$ cat src/rtl/axi_read_arbiter_pkg.sv
// Shared types for the AXI read-path arbiter: FSM states, master indices
// and the default watchdog depth.
package axi_read_arbiter_pkg;

   typedef enum logic [1:0] {
      IDLE = 2'd0,
      ADDR = 2'd1,
      DATA = 2'd2
   } arb_state_t;

   typedef enum logic {
      M0 = 1'b0,
      M1 = 1'b1
   } master_t;

   localparam int DEFAULT_TIMEOUT = 1024;

endpackage

$ cat src/rtl/axi_read_arbiter_if.sv
// Read-path handshake and grant signals between the two masters, the decoded
// slave and the arbiter.
interface axi_read_arbiter_if;

   logic arvalid_m0;
   logic arvalid_m1;
   logic arready_sel;
   logic rvalid_sel;
   logic rready_sel;
   logic rlast_sel;
   logic grant_m0;
   logic grant_m1;
   logic busy;
   logic timeout_err;

   // Arbiter side: observes the handshakes, drives grants and status
   modport slave (
      input  arvalid_m0, arvalid_m1, arready_sel, rvalid_sel, rready_sel, rlast_sel,
      output grant_m0, grant_m1, busy, timeout_err
   );

   // Interconnect side: supplies the handshakes, consumes grants and status
   modport master (
      output arvalid_m0, arvalid_m1, arready_sel, rvalid_sel, rready_sel, rlast_sel,
      input  grant_m0, grant_m1, busy, timeout_err
   );

endinterface

$ cat src/rtl/axi_read_arbiter_rr_pick2.sv
// Combinational two-way round-robin picker: on a tie the master that did not
// own the previous transaction wins; result is one-hot or zero.
module rr_pick2
   import axi_read_arbiter_pkg::*;
(
   input  logic       req0,
   input  logic       req1,
   input  master_t    rr_last,
   output logic [1:0] pick
);

   always_comb begin
      pick = {req1, req0};
      if (req0 && req1) begin
         pick = (rr_last == M1) ? 2'b01 : 2'b10;
      end
   end

endmodule

$ cat src/rtl/axi_read_arbiter.sv
// Grants the shared AXI read path to one master per transaction, holding the
// grant from address handshake to last data beat, with a watchdog release.
module axi_read_arbiter
   import axi_read_arbiter_pkg::*;
#(
   parameter  int TIMEOUT = DEFAULT_TIMEOUT,
   localparam int CNT_W   = $clog2(TIMEOUT + 1)
) (
   input  logic               ACLK,
   input  logic               ARESETn,
   axi_read_arbiter_if.slave  bus
);

   localparam logic [CNT_W-1:0] CNT_LAST = CNT_W'(TIMEOUT - 1);

   arb_state_t       state;
   master_t          rr_last;
   logic [CNT_W-1:0] cnt;
   logic             grant0_q;
   logic             grant1_q;
   logic             busy_q;
   logic             timeout_q;

   logic [1:0] pick;
   logic       ar_sel;
   logic       ar_done;
   logic       r_done;
   logic       expired;
   master_t    owner;

   rr_pick2 u_pick (
      .req0    (bus.arvalid_m0),
      .req1    (bus.arvalid_m1),
      .rr_last (rr_last),
      .pick    (pick)
   );

   assign ar_sel  = grant1_q ? bus.arvalid_m1 : bus.arvalid_m0;
   assign ar_done = ar_sel & bus.arready_sel;
   assign r_done  = bus.rvalid_sel & bus.rready_sel & bus.rlast_sel;
   assign expired = (cnt == CNT_LAST);
   assign owner   = grant1_q ? M1 : M0;

   // Single registered FSM; the counter saturates at the expiry value so a
   // stuck transaction is released exactly once, and completion beats expiry.
   always_ff @(posedge ACLK or negedge ARESETn) begin
      if (!ARESETn) begin
         state     <= IDLE;
         rr_last   <= M1;
         cnt       <= '0;
         grant0_q  <= 1'b0;
         grant1_q  <= 1'b0;
         busy_q    <= 1'b0;
         timeout_q <= 1'b0;
      end else begin
         timeout_q <= 1'b0;
         case (state)
            IDLE: begin
               if (|pick) begin
                  state    <= ADDR;
                  grant0_q <= pick[0];
                  grant1_q <= pick[1];
                  busy_q   <= 1'b1;
                  cnt      <= '0;
               end
            end
            ADDR, DATA: begin
               if (cnt != CNT_LAST) begin
                  cnt <= cnt + 1'b1;
               end
               if (state == DATA && r_done) begin
                  state    <= IDLE;
                  grant0_q <= 1'b0;
                  grant1_q <= 1'b0;
                  busy_q   <= 1'b0;
                  rr_last  <= owner;
                  cnt      <= '0;
               end else if (expired) begin
                  state     <= IDLE;
                  grant0_q  <= 1'b0;
                  grant1_q  <= 1'b0;
                  busy_q    <= 1'b0;
                  timeout_q <= 1'b1;
                  rr_last   <= owner;
                  cnt       <= '0;
               end else if (state == ADDR && ar_done) begin
                  state <= DATA;
               end
            end
            default: begin
               state    <= IDLE;
               grant0_q <= 1'b0;
               grant1_q <= 1'b0;
               busy_q   <= 1'b0;
               cnt      <= '0;
            end
         endcase
      end
   end

   assign bus.grant_m0    = grant0_q;
   assign bus.grant_m1    = grant1_q;
   assign bus.busy        = busy_q;
   assign bus.timeout_err = timeout_q;

endmodule

$ cat src/flat_wrapper.sv
// flat-port wrapper written by rule: the top's interface ports become plain ports
module axi_read_arbiter_flat import axi_read_arbiter_pkg::*;
#(
   parameter  int TIMEOUT = DEFAULT_TIMEOUT,
   localparam int CNT_W   = $clog2(TIMEOUT + 1)
)
  (ACLK, ARESETn, bus_arvalid_m0, bus_arvalid_m1, bus_arready_sel, bus_rvalid_sel, bus_rready_sel, bus_rlast_sel, bus_grant_m0, bus_grant_m1, bus_busy, bus_timeout_err);
  axi_read_arbiter_if bus_i ();
  input  logic ACLK;
  input  logic ARESETn;
  input wire logic [$bits(bus_i.arvalid_m0)-1:0] bus_arvalid_m0;
  input wire logic [$bits(bus_i.arvalid_m1)-1:0] bus_arvalid_m1;
  input wire logic [$bits(bus_i.arready_sel)-1:0] bus_arready_sel;
  input wire logic [$bits(bus_i.rvalid_sel)-1:0] bus_rvalid_sel;
  input wire logic [$bits(bus_i.rready_sel)-1:0] bus_rready_sel;
  input wire logic [$bits(bus_i.rlast_sel)-1:0] bus_rlast_sel;
  output wire logic [$bits(bus_i.grant_m0)-1:0] bus_grant_m0;
  output wire logic [$bits(bus_i.grant_m1)-1:0] bus_grant_m1;
  output wire logic [$bits(bus_i.busy)-1:0] bus_busy;
  output wire logic [$bits(bus_i.timeout_err)-1:0] bus_timeout_err;
  assign bus_i.arvalid_m0 = bus_arvalid_m0;
  assign bus_i.arvalid_m1 = bus_arvalid_m1;
  assign bus_i.arready_sel = bus_arready_sel;
  assign bus_i.rvalid_sel = bus_rvalid_sel;
  assign bus_i.rready_sel = bus_rready_sel;
  assign bus_i.rlast_sel = bus_rlast_sel;
  assign bus_grant_m0 = bus_i.grant_m0;
  assign bus_grant_m1 = bus_i.grant_m1;
  assign bus_busy = bus_i.busy;
  assign bus_timeout_err = bus_i.timeout_err;
  axi_read_arbiter #(.TIMEOUT(TIMEOUT)) u_core (.ACLK(ACLK), .ARESETn(ARESETn), .bus(bus_i));
endmodule
$ cat config.mk
export PLATFORM = sky130hd
export DESIGN_NAME = axi_read_arbiter_flat
export DESIGN_NICKNAME = d
export VERILOG_FILES = /design/src/rtl/axi_read_arbiter_pkg.sv /design/src/rtl/axi_read_arbiter_if.sv /design/src/rtl/axi_read_arbiter_rr_pick2.sv /design/src/rtl/axi_read_arbiter.sv /design/src/flat_wrapper.sv
export SDC_FILE = /design/constraint.sdc
export NUM_CORES = 1
export LEC_CHECK = 0
export BUFFER_PORTS_ARGS = -buffer_cell sky130_fd_sc_hd__buf_4
export CORE_MARGIN = 2
export CORE_UTILIZATION = 30
export CTS_BUF_LIST = sky130_fd_sc_hd__clkbuf_4
export DETAILED_ROUTE_END_ITERATION = 8
export PLACE_DENSITY_LB_ADDON = 0.15
export RECOVER_POWER = 50
export SLEW_MARGIN = 10
export SYNTH_ARGS = -nofsm -noshare
export SYNTH_HDL_FRONTEND = slang
export SYNTH_SLANG_ARGS = --single-unit
$ cat constraint.sdc
create_clock -name ACLK -period 2.2 [get_ports ACLK]
set_clock_uncertainty 0.2 [all_clocks]
set_input_delay 0.66 -clock ACLK [delete_from_list [all_inputs] [get_ports ACLK]]
set_output_delay 0.66 -clock ACLK [all_outputs]
set_load 0.01 [all_outputs]
### After elaboration in Yosys (flattened, before gate mapping)

Cells that the tools add are included.

* $add $sub $neg: 1
* eq/ne operators: 8
* multiplexer cells: 27
* bitwise logic cells: 3
* reductions and logical operators: 11

Operator list (count)
* 11-bit 2-to-1 mux: 4
* 11-bit one-hot mux with 2 select lines: 1
* 1-bit 2-to-1 mux: 12
* 2-bit 2-to-1 mux: 6
* 11-bit by 1-bit adder with 11-bit output, second input constant: 1
* 11-bit by 10-bit == test with 1-bit output, second input constant: 1
* 11-bit by 10-bit inequality test with 1-bit output, second input constant: 1
* 4-bit by 1-bit inequality test with 1-bit output, second input constant: 2
* 2-bit AND reduction: 4
* 1-bit one-hot mux with 2 select lines: 3
* 2-bit one-hot mux with 2 select lines: 1
* 2-bit OR reduction: 2
* 1-bit bitwise AND: 3
* 1-bit logical AND: 3
* 3-bit by 1-bit inequality test with 1-bit output, second input constant: 1
* 2-bit by 1-bit == test with 1-bit output, second input constant: 1
* 2-bit == test, second input constant: 1
* 2-bit zero test: 1
* 2-bit by 1-bit inequality test with 1-bit output, second input constant: 1
* 2-bit nonzero test: 1

* register bits after elaboration: 18
* input port bits: 8
* word-level logic and storage cells: 57

### Longest topological paths before layout

Gate-level depths: netlist of the first run.

* word-level depth: 7
* mapped depth: 7

### By module

Synthesis of the first run repeated with hierarchy kept, for this count alone.

* cell total of the unflattened synthesis: 103
* area, all modules: 1096.1 µm²

Modules (own cells, without submodules)
* axi_read_arbiter: times used 1, cells an instance 100, area an instance 1077.3 µm², seq. area each 451.7 µm²
* rr_pick2: times used 1, cells an instance 3, area an instance 18.8 µm², seq. area each 0.0 µm²

### Worst setup path after synthesis of the first run

No wires, ideal clock.

* path type: register to register
* start point: register u_core.state[0]
* end point: register u_core.state[0]
* library setup time: 0.125 ns
* data arrival time: 1.749 ns
* data required time: 1.875 ns
* path slack: 0.126 ns
* stages on the path, launching flop included: 7
* path buffers: 0
* clock period less this slack: 2.074 ns
* path through: dfrtp_1 inv_1 ha_1 nor3b_2 nor3_1 a211oi_1 mux2_2

* longest elaborated chain between the ends: 4

Ends and longest elaborated chain
* start, declared: line axi_read_arbiter.sv:16 `arb_state_t state;`
* start signal, assigned: line axi_read_arbiter.sv:48 `state <= IDLE;`
* start signal, assigned: line axi_read_arbiter.sv:60 `state <= ADDR;`
* start signal, assigned: line axi_read_arbiter.sv:72 `state <= IDLE;`
* 2-bit by 1-bit == test with 1-bit output / 2-bit == test (equally long branches): line axi_read_arbiter.sv:57, axi_read_arbiter.sv:86, axi_read_arbiter.sv:71
* 2-bit OR reduction, or another cell as far along: line axi_read_arbiter.sv:57 `case (state)`
* 4-bit by 1-bit inequality test with 1-bit output (no line) / 2-bit 2-to-1 mux (equally long branches)
* 2-bit AND reduction (no line) / 2-bit one-hot mux with 2 select lines (equally long branches)

Parallel ways exist; a longest one is shown, timed or not.
A chain may end at the register's enable or synchronous reset.

### Worst setup path in the final report of the first run

* start point: register u_core.cnt[0]
* end point: register u_core.rr_last

* longest elaborated chain between the ends: 3

Ends and longest elaborated chain
* start, declared: line axi_read_arbiter.sv:18 `logic [CNT_W-1:0] cnt;`
* start signal, assigned: line axi_read_arbiter.sv:69 `cnt <= cnt + 1'b1;`
* 11-bit by 10-bit == test with 1-bit output: line axi_read_arbiter.sv:41 `assign expired = (cnt == CNT_LAST);`
* 2-bit nonzero test (no line)
* 2-bit AND reduction (no line)
* end signal, assigned: line axi_read_arbiter.sv:76 `rr_last <= owner;`
* end signal, assigned: line axi_read_arbiter.sv:84 `rr_last <= owner;`
* end, declared: line axi_read_arbiter.sv:17 `master_t rr_last;`

Every way passes these cells.

==> impl_metrics.csv, run 1 <==
group,metric,value,unit
yosys,ys_seq_elements,18,
job,maxCapViolCount,0,
placed_design,place_area,1140,µm²
clocking,root_buffer,"clkbuf_4",
clocking,post-cts-setup-buffers,0,
clocking,hold_buffers,0,
global_routing,grt_pass1_vias,740,
global_routing,antenna_found_initial,0,
min_path,hold_path_class,"in2async",
pwr,powerDensity,1020,nW/µm²
global_routing,grt_max_degree,19,
worst_setup_path,path_max_fanout,7,
detailed_routing,vias,752,
detailed_routing,drt_first_pass_iters,6,
timing,slew_violations,0,
yosys,yosys-top-cells-count,"dfrtp_1, nor2_1, nand2_1",
clocking,clock_latency,0.29,ns
die,dieArea,3790,µm²
detailed_routing,detail_route.vias_per_cell,4.67,
yosys,ys_types,29,
placed_design,portBuffers,11,
global_routing,track_usage,0.125,
final_layout,utilization,0.376,
clocking,clk_pin_slew_worst_paths,0.11,ns
timing,tightest_slew,0.989,ns
timing,final.setup.tns,0,ns
yosys,syn_area,993,µm²
timing,worst_slack,0.185,ns
final_layout,drive_gt1_frac,0.256,
yosys,yosys_most_used_dff,"dfrtp_1",
pwr,peakVddDrop,0.498,mV
worst_setup_path,rr_worst_depth,5,
worst_setup_path,critPathKind,"reg2reg",
yosys,yosysSeqAreaShare,0.455,
yosys,syn_avg_cell_area,9.84,µm²
worst_setup_path,r2r_start,"u_core.cnt[0]",
die,die_x,61.5,µm
timing,setup_violations,0,
die,initial_core_util,0.320,
timing,rsz0062_at_grt,"false",
yosys,yosysTopAreaCell,"dfrtp_1",
yosys,synth_edf_count,0,
die,fp-row-count,20,
yosys,synth_nets,114,
timing,min_period,2.01,ns
final_layout,diodes,0,
clocking,cts_sinks,18,
timing,max_freq,496,MHz
clocking,clock_path_buffers,2,
detailed_routing,wire_per_inst,11.9,µm
placed_design,dp_hpwl,1490,µm
yosys,yosysWarnings,0,
detailed_routing,ant_nets,0,
yosys,synth_top_area_share,0.428,
final_layout,layout.nets,131,
worst_setup_path,crit_path_end_kind,"flip-flop",
clocking,ctsResizeCount,0,
yosys,async_reset_ff_frac,1.00,
worst_setup_path,start_kind,"flip-flop",
die,core,3100,µm²
timing,slew_headroom,0.341,
final_layout,syn_to_final_growth,17.4,%
worst_setup_path,setup.worst_path.start,"u_core.cnt[0]",
placed_design,gp_congestion,0.789,
yosys,synth_most_common_cell,"dfrtp_1",
status,status,"completed",
timing,finalHoldViolations,0,
die,dieHeight,61.5,µm
worst_setup_path,worstPathArrival,2.05,ns
yosys,synth.top_cells.by_area,"dfrtp_1, mux2_2, ha_1, xnor2_1, nor2_1",
pwr,p_total,1200,µW
die,boundaryPins,12,
yosys,synthCells,101,
detailed_routing,drtIter0Drc,25,
detailed_routing,drc_errors,0,
final_layout,postLayoutCellArea,1170,µm²
timing,fin_crit_sh,0.916,
global_routing,grt_first_pass_wirelength,3420,µm
worst_setup_path,r2r-end,"u_core.rr_last",
clocking,cts_buffers,3,
placed_design,place_ws,0.0261,ns
global_routing,overflow,0,
clocking,htree_levels,1,
worst_setup_path,worstPathRequired,2.23,ns
worst_setup_path,rrSetupSlack,0.19,ns
pwr,total_leakage_power,0.000494,µW
detailed_routing,routed_wl,1920,µm
clocking,cts_tree,"yes",
==> placed cells by master (no fill, tap or decap) <==
master | synthesis | layout
dfrtp_1 | 17 | 17
buf_4 | 0 | 12
nor2_1 | 11 | 11
nand2_1 | 9 | 9
nand3_1 | 6 | 6
xnor2_1 | 6 | 6
mux2_2 | 6 | 6
inv_1 | 5 | 5
a21oi_1 | 6 | 5
o21ai_0 | 5 | 5
ha_1 | 5 | 5
nor3_1 | 4 | 4
clkbuf_4 | 0 | 3
clkbuf_1 | 2 | 3
nand4_1 | 2 | 2
a21oi_2 | 1 | 2
nor3b_1 | 2 | 2
nand4_2 | 1 | 1
or4_4 | 1 | 1
and2_1 | 1 | 1
nor3b_2 | 1 | 1
or2_2 | 1 | 1
mux2i_1 | 1 | 1
a211oi_2 | 0 | 1
a31oi_1 | 1 | 1
nand2b_1 | 1 | 1
o2bb2ai_1 | 1 | 1
a21boi_2 | 1 | 1
nor4_1 | 1 | 1
clkinv_1 | 0 | 1
dfstp_2 | 1 | 1
==> how the worst max path moves through the flow <==
stage	endpoint	cells past startpoint
CTS	u_core.state[1]	6
global route	u_core.state[0]	6
detailed placement	u_core.state[1]	5
floorplan	u_core.state[0]	6
finish	u_core.rr_last	5
global placement	u_core.state[1]	5
==> critical path, cell delays in order, from the launching register on <==
cell and delay, ns:
dfrtp_1 0.42, ha_1 0.21, nand3_1 0.12, or4_4 0.50, a21boi_2 0.17, mux2_2 0.34
==> power breakdown <==
| group | leakage [µW] | switching (µW) | internal, µW |
|---|---|---|---|
| registers | 0.000239 | 64.3 | 406 |
| logic | 0.000239 | 287 | 268 |
| clock network | 0.0000154 | 103 | 66.0 |
| total | 0.000494 | 455 | 741 |
==> sequential cells by signal, indices dropped and copies added (netlist names) <==
name	cells
u_core.bus.busy	1
u_core.bus.grant_m0	1
u_core.bus.grant_m1	1
u_core.bus.timeout_err	1
u_core.cnt	11
u_core.rr_last	1
u_core.state	2
==> kinds of logic (layout without fill, tap and decap cells) <==
kind of cell / after synthesis / after routing / share of synthesized area
compound gates: 16 / 16 / 0.0982
xor+xnor: 6 / 6 / 0.0529
fa+ha+maj: 5 / 5 / 0.0630
buf+inv: 8 / 24 / 0.0378
flops: 18 / 18 / 0.455
mux: 7 / 7 / 0.0781
simple gates: 41 / 41 / 0.215
==> per-stage QoR <==
step           hold slack, ns  std cells
5_1_grt                 0.346        161
2_1_floorplan           0.164        101
3_5_place_dp            0.303        157
6_report                0.297        161
3_3_place_gp            0.299        157
4_1_cts                0.0206        161
==> layout make-up <==
type / count / area (µm²)
timing repair buffer: 15 / 101
tap: 44 / 55.1
fill: 318 / 1940
multi-input combinational: 75 / 513
clock inverter: 1 / 3.75
clock buffer: 3 / 22.5
sequential: 18 / 452
inverter: 5 / 18.8
==> metal layers <==
metal	share of wire	global-route usage	wire, µm	up-vias
met5	0	0	0	-
met1	0.52	0.176	991	356
met3	0.039	0.0504	75	2
met4	0.0099	0.0274	19	0
met2	0.44	0.182	838	11
li1	-	-	-	383
Note: power is estimated with default switching activity, not from simulation.
==> run 2: changes to the inputs <==
Settings changed: CORE_MARGIN 2 to not set, MAX_ROUTING_LAYER set to met4.
==> run 2 against run 1 <==
  * Die area down 6.4%
  * First-iteration DRC count up 24%
  * Utilization up 0.36 points
  * Combinational power up 3%
  * Global-route usage up 0.40 points
  * Clock power about the same
  * Hold slack about the same
  * Flip-flop and latch count unchanged
  * Sequential share of layout area down 0.37 points
  * Cell count up 0.62%
  * Largest cell class unchanged
==> impl_metrics.csv, run 2 (same netlist as run 1, synthesis figures left out) <==
group,metric,value,unit
timing,worst_slack,0.178,ns
worst_setup_path,crit_path_end_kind,"flip-flop",
final_layout,layout_common_cells,"dfrtp_1, buf_4, nor2_1",
worst_setup_path,r2r-end,"u_core.state[0]",
placed_design,dp_hpwl,1440,µm
clocking,cts_buffers,3,
worst_setup_path,slowest_delay,0.43,ns
timing,slew_headroom,0.345,
job,maxCapViolCount,0,
global_routing,overflow,0,
timing,rsz0062_at_grt,"false",
die,fp-row-count,20,
global_routing,grt_pass1_vias,754,
pwr,total_leakage_power,0.000502,µW
worst_setup_path,critPathKind,"reg2reg",
final_layout,postLayoutCellArea,1180,µm²
die,dieHeight,59.5,µm
timing,setup_violations,0,
final_layout,layout.nets,132,
worst_setup_path,start_kind,"flip-flop",
detailed_routing,ant_nets,0,
final_layout,diodes,0,
die,die_x,59.5,µm
final_layout,top_register,"u_core.cnt",
timing,slew_violations,0,
timing,min_period,2.02,ns
detailed_routing,drc_errors,0,
worst_setup_path,r2r_start,"u_core.state[0]",
worst_setup_path,endpoint,"u_core.state[0]",
global_routing,antenna_found_initial,0,
placed_design,portBuffers,11,
clocking,clock_path_buffers,2,
detailed_routing,wire_per_inst,11.5,µm
detailed_routing,routed_wl,1860,µm
pwr,powerDensity,1020,nW/µm²
die,boundaryPins,12,
worst_setup_path,cp.buffers_inverters,1,
placed_design,gp_congestion,0.719,
detailed_routing,drtIter0Drc,31,
die,initial_core_util,0.320,
timing,finalHoldViolations,0,
global_routing,grt_max_degree,19,
timing,tightest_slew,0.982,ns
timing,fin_crit_sh,0.919,
worst_setup_path,worstPathArrival,2.01,ns
pwr,peakVddDrop,0.376,mV
global_routing,track_usage,0.129,
placed_design,place_ws,0.0131,ns
clocking,root_buffer,"clkbuf_4",
clocking,clk_pin_slew_worst_paths,0.10,ns
worst_setup_path,crit_path_cell_trace,"inv_1, ha_1, nor3b_2, nor3_1, a211oi_2, mux2_2",
timing,final.setup.tns,0,ns
worst_setup_path,path_max_fanout,4,
worst_setup_path,worstPathRequired,2.18,ns
clocking,htree_levels,1,
detailed_routing,vias,755,
min_path,hold_path_class,"in2async",
worst_setup_path,crit_path_top_delay_cell,"dfrtp_1",
final_layout,syn_to_final_growth,18.5,%
detailed_routing,detail_route.vias_per_cell,4.66,
final_layout,largest_reg_flops,11,
timing,max_freq,495,MHz
clocking,cts_sinks,18,
detailed_routing,drt_first_pass_iters,4,
final_layout,final_common_cell,"dfrtp_1",
clocking,cts_tree,"yes",
global_routing,grt_first_pass_wirelength,3270,µm
status,status,"completed",
worst_setup_path,rrSetupSlack,0.18,ns
placed_design,place_area,1150,µm²
clocking,clock_latency,0.29,ns
worst_setup_path,cp_num_cells,6,
final_layout,fillers,340,
die,dieArea,3550,µm²
clocking,ctsResizeCount,0,
clocking,hold_buffers,0,
worst_setup_path,setup.worst_path.start,"u_core.state[0]",
final_layout,drive_gt1_frac,0.271,
worst_setup_path,cp_top_family,"flip-flops",
worst_setup_path,rr_worst_depth,6,
final_layout,largestRegisters,"u_core.cnt x11, u_core.state x2",
die,core,3100,µm²
clocking,post-cts-setup-buffers,0,
-- run 2: cell count changes in the layout (fill, tap and decap cells not counted), sizes merged --
cell and change:
buf +2, clkbuf -1
-- run 2: how the worst min path moves through the flow --
stage	from	slack (ns)	cells past startpoint	endpoint
3_3_place_gp	u_core.bus.grant_m0	0.30	1	u_core.bus.grant_m0
5_1_grt	u_core.bus.grant_m0	0.35	1	u_core.bus.grant_m0
2_1_floorplan	ARESETn	0.16	0	u_core.bus.busy
6_report	ARESETn	0.30	1	u_core.cnt[9]
4_1_cts	ARESETn	0.02	1	u_core.cnt[5]
3_5_place_dp	u_core.bus.busy	0.31	1	u_core.bus.busy
-- run 2: metrics by stage --
stage / power, µW / instances / hold slack, ns / utilization
2_1_floorplan: 871 / 101 / 0.164 / -
3_3_place_gp: 1030 / 158 / 0.303 / 0.371
3_5_place_dp: 1040 / 158 / 0.308 / 0.371
4_1_cts: 1210 / 162 / 0.0169 / 0.379
5_1_grt: 1310 / 162 / 0.348 / 0.379
6_report: 1210 / 162 / 0.297 / 0.379
-- run 2: layout make-up --
type	instances	area, µm²	share of cell area
inverter	5	18.8	0.0159
timing repair buffer	16	113	0.0956
sequential	18	452	0.384
clock inverter	1	3.75	0.00319
multi-input combinational	75	513	0.436
clock buffer	3	22.5	0.0191
tap	44	55.1	0.0468
-- run 2: power by group --
group          internal, µW  total, µW  switching, µW  leakage, µW
logic                   277        570            292     0.000248
clock network          65.9        167            101    0.0000154
registers               406        468           62.3     0.000239
total                   749       1210            456     0.000502
-- run 2: metal layers --
layer,vias up,global-route usage,part of all wire
met5,-,-,0
met4,0,0.0698,0.010
met3,2,0.0262,0.030
met2,13,0.183,0.46
met1,356,0.173,0.50
li1,384,-,-
==> run 3: changes to the inputs <==
Settings changed: CORE_MARGIN set to 2, SYNTH_HIERARCHICAL set to 1.
==> run 3 against run 2 <==
  * Worst setup slack better by 0.033 ns
  * Via count up 20%
  * Global-route usage up 0.83 points
  * Sequential share of layout area down 3.9 points
  * Sequential power down 2%
  * Synthesized cell count up 2.0%
  * Die area up 17%
  * Clock-buffer cell count up 1
  * Critical path type unchanged
  * Largest cell class unchanged
  * Largest power group unchanged
==> impl_metrics.csv, run 3 <==
group,metric,value,unit
final_layout,utilization,0.384,
timing,finalHoldViolations,0,
pwr,peakVddDrop,0.462,mV
timing,max_freq,503,MHz
min_path,hold_path_class,"in2async",
timing,rsz0062_at_grt,"false",
pwr,powerDensity,1120,nW/µm²
worst_setup_path,crit_path_end_kind,"flip-flop",
placed_design,dp_hpwl,1810,µm
yosys,synth_edf_count,0,
final_layout,largest_reg_flops,11,
timing,setup_violations,0,
clocking,root_buffer,"clkbuf_4",
yosys,synth.top_cells.by_area,"dfrtp_1, ha_1, nand2_1, o31ai_1, and3_1",
detailed_routing,ant_nets,0,
final_layout,diodes,0,
final_layout,final_common_cell,"buf_4",
global_routing,grt_first_pass_wirelength,4400,µm
yosys,ys_types,42,
final_layout,layout_common_cells,"buf_4, dfrtp_1, nand2_1",
detailed_routing,routed_wl,2500,µm
clocking,clk_pin_slew_worst_paths,0.11,ns
pwr,total_leakage_power,0.000621,µW
detailed_routing,drt_first_pass_iters,4,
clocking,htree_levels,1,
die,dieArea,4150,µm²
yosys,yosysTopAreaCell,"dfrtp_1",
die,boundaryPins,12,
final_layout,syn_to_final_growth,19.5,%
die,fp-row-count,21,
global_routing,grt_pass1_vias,933,
final_layout,layout.nets,140,
clocking,clock_path_buffers,2,
clocking,cts_tree,"yes",
yosys,async_reset_ff_frac,1.00,
clocking,ctsResizeCount,0,
clocking,clock_latency,0.30,ns
placed_design,portBuffers,11,
global_routing,overflow,0,
timing,slew_headroom,0.330,
yosys,synth_nets,115,
worst_setup_path,worstPathArrival,2.00,ns
timing,min_period,1.99,ns
yosys,synth_most_common_cell,"dfrtp_1",
yosys,synth_top_area_share,0.388,
die,dieHeight,64.4,µm
job,maxCapViolCount,0,
detailed_routing,wire_per_inst,14.4,µm
worst_setup_path,start_kind,"flip-flop",
final_layout,drive_gt1_frac,0.283,
yosys,synthCells,103,
yosys,syn_area,1100,µm²
yosys,syn_avg_cell_area,10.6,µm²
worst_setup_path,critPathKind,"reg2reg",
global_routing,antenna_found_initial,0,
pwr,p_total,1470,µW
timing,slew_violations,0,
yosys,yosys_most_used_dff,"dfrtp_1",
detailed_routing,drc_errors,0,
global_routing,track_usage,0.138,
yosys,ys_seq_elements,18,
yosys,yosysSeqAreaShare,0.412,
die,die_x,64.4,µm
status,status,"completed",
placed_design,gp_congestion,0.815,
yosys,yosysWarnings,6,
detailed_routing,vias,909,
clocking,cts_sinks,18,
worst_setup_path,path_max_fanout,7,
clocking,cts_buffers,3,
die,core,3420,µm²
final_layout,top_register,"u_core/cnt",
final_layout,fillers,359,
die,initial_core_util,0.321,
timing,tightest_slew,1.01,ns
global_routing,grt_max_degree,19,
yosys,yosys-top-cells-count,"dfrtp_1, nand2_1, and3_1, o31ai_1",
detailed_routing,drtIter0Drc,34,
detailed_routing,detail_route.vias_per_cell,5.25,
final_layout,largestRegisters,"u_core/cnt x11, u_core/state x2",
timing,fin_crit_sh,0.904,
worst_setup_path,worstPathRequired,2.22,ns
run 3: changes by cell type after synthesis, sizes merged, moves of 4 or more:
cell,previous run,this run
nor2,11,2
a21oi,7,0
xnor2,6,0
and3,0,5
o31ai,0,5
a21o,0,4
mux2,6,2
run 3: metrics by stage:
stage               hold WS (ns)  instance area (µm²)  instances  setup slack (ns)  setup TNS (ns)
global placement           0.290                 1290        169           0.00480               0
global route               0.349                 1310        173            0.0825               0
CTS                       0.0164                 1320        173             0.123               0
detailed placement         0.298                 1290        169           -0.0424         -0.0584
floorplan                  0.164                 1100        103            0.0167               0
finish                     0.294                 1310        173             0.211               0
run 3: power by group:
| part | switching (µW) | internal [µW] | total (µW) | leakage [µW] |
|---|---|---|---|---|
| registers | 51.9 | 406 | 458 | 0.000239 |
| logic | 441 | 385 | 826 | 0.000364 |
| clock network | 105 | 82.9 | 188 | 0.0000184 |
run 3: kinds of logic (layout without fill, tap and decap cells):
family | Yosys count | in the layout | synth area share
flops | 18 | 18 | 0.412
mux | 4 | 4 | 0.0457
fa+ha+maj | 4 | 4 | 0.0457
buf+inv | 8 | 32 | 0.0525
simple gates | 42 | 42 | 0.258
compound gates | 27 | 27 | 0.186
run 3: metal layers:
layer,global-route usage,part of all wire,up-vias
li1,-,-,440
met1,0.197,0.52,457
met2,0.201,0.44,10
met3,0.0365,0.032,2
met4,0.0213,0.0020,0
met5,-,0,-
run 3: area by class of cell:
class                   instances  area, µm²  share of cell area
multi-input cells              77        587               0.448
flip-flops and latches         18        452               0.345
repair buffers                 24        169               0.129
well taps                      46       57.6              0.0439
clock buffers                   4       30.0              0.0229
inverters                       4       15.0              0.0115
run 3: repair_timing:
| action | in CTS | in global routing |
|---|---|---|
| buffers inserted | 0 | 0 |
| hold buffers | 0 | 0 |
| setup endpoints to repair | 0 | 7 |
run 3: worst paths after layout:
check                                     from              to  slack [ns]  cells after the start
worst max-delay path            u_core/rr_last   u_core/cnt[7]        0.21                      6
worst min-delay path                   ARESETn  u_core/cnt[10]        0.29                      1
worst max register to register  u_core/rr_last   u_core/cnt[7]        0.21                      6
worst min register to register   u_core/cnt[0]   u_core/cnt[0]        0.31                      1
max in group asynchronous              ARESETn   u_core/cnt[4]        0.89                      1
min in group ACLK                u_core/cnt[0]   u_core/cnt[0]        0.31                      1
run 3: critical path, stage by stage (launching register included):
cell	delay, ns
dfstp_2	0.55
inv_1	0.04
a21boi_1	0.17
or3b_1	0.22
nand3_4	0.13
or4_1	0.49
o211ai_1	0.12
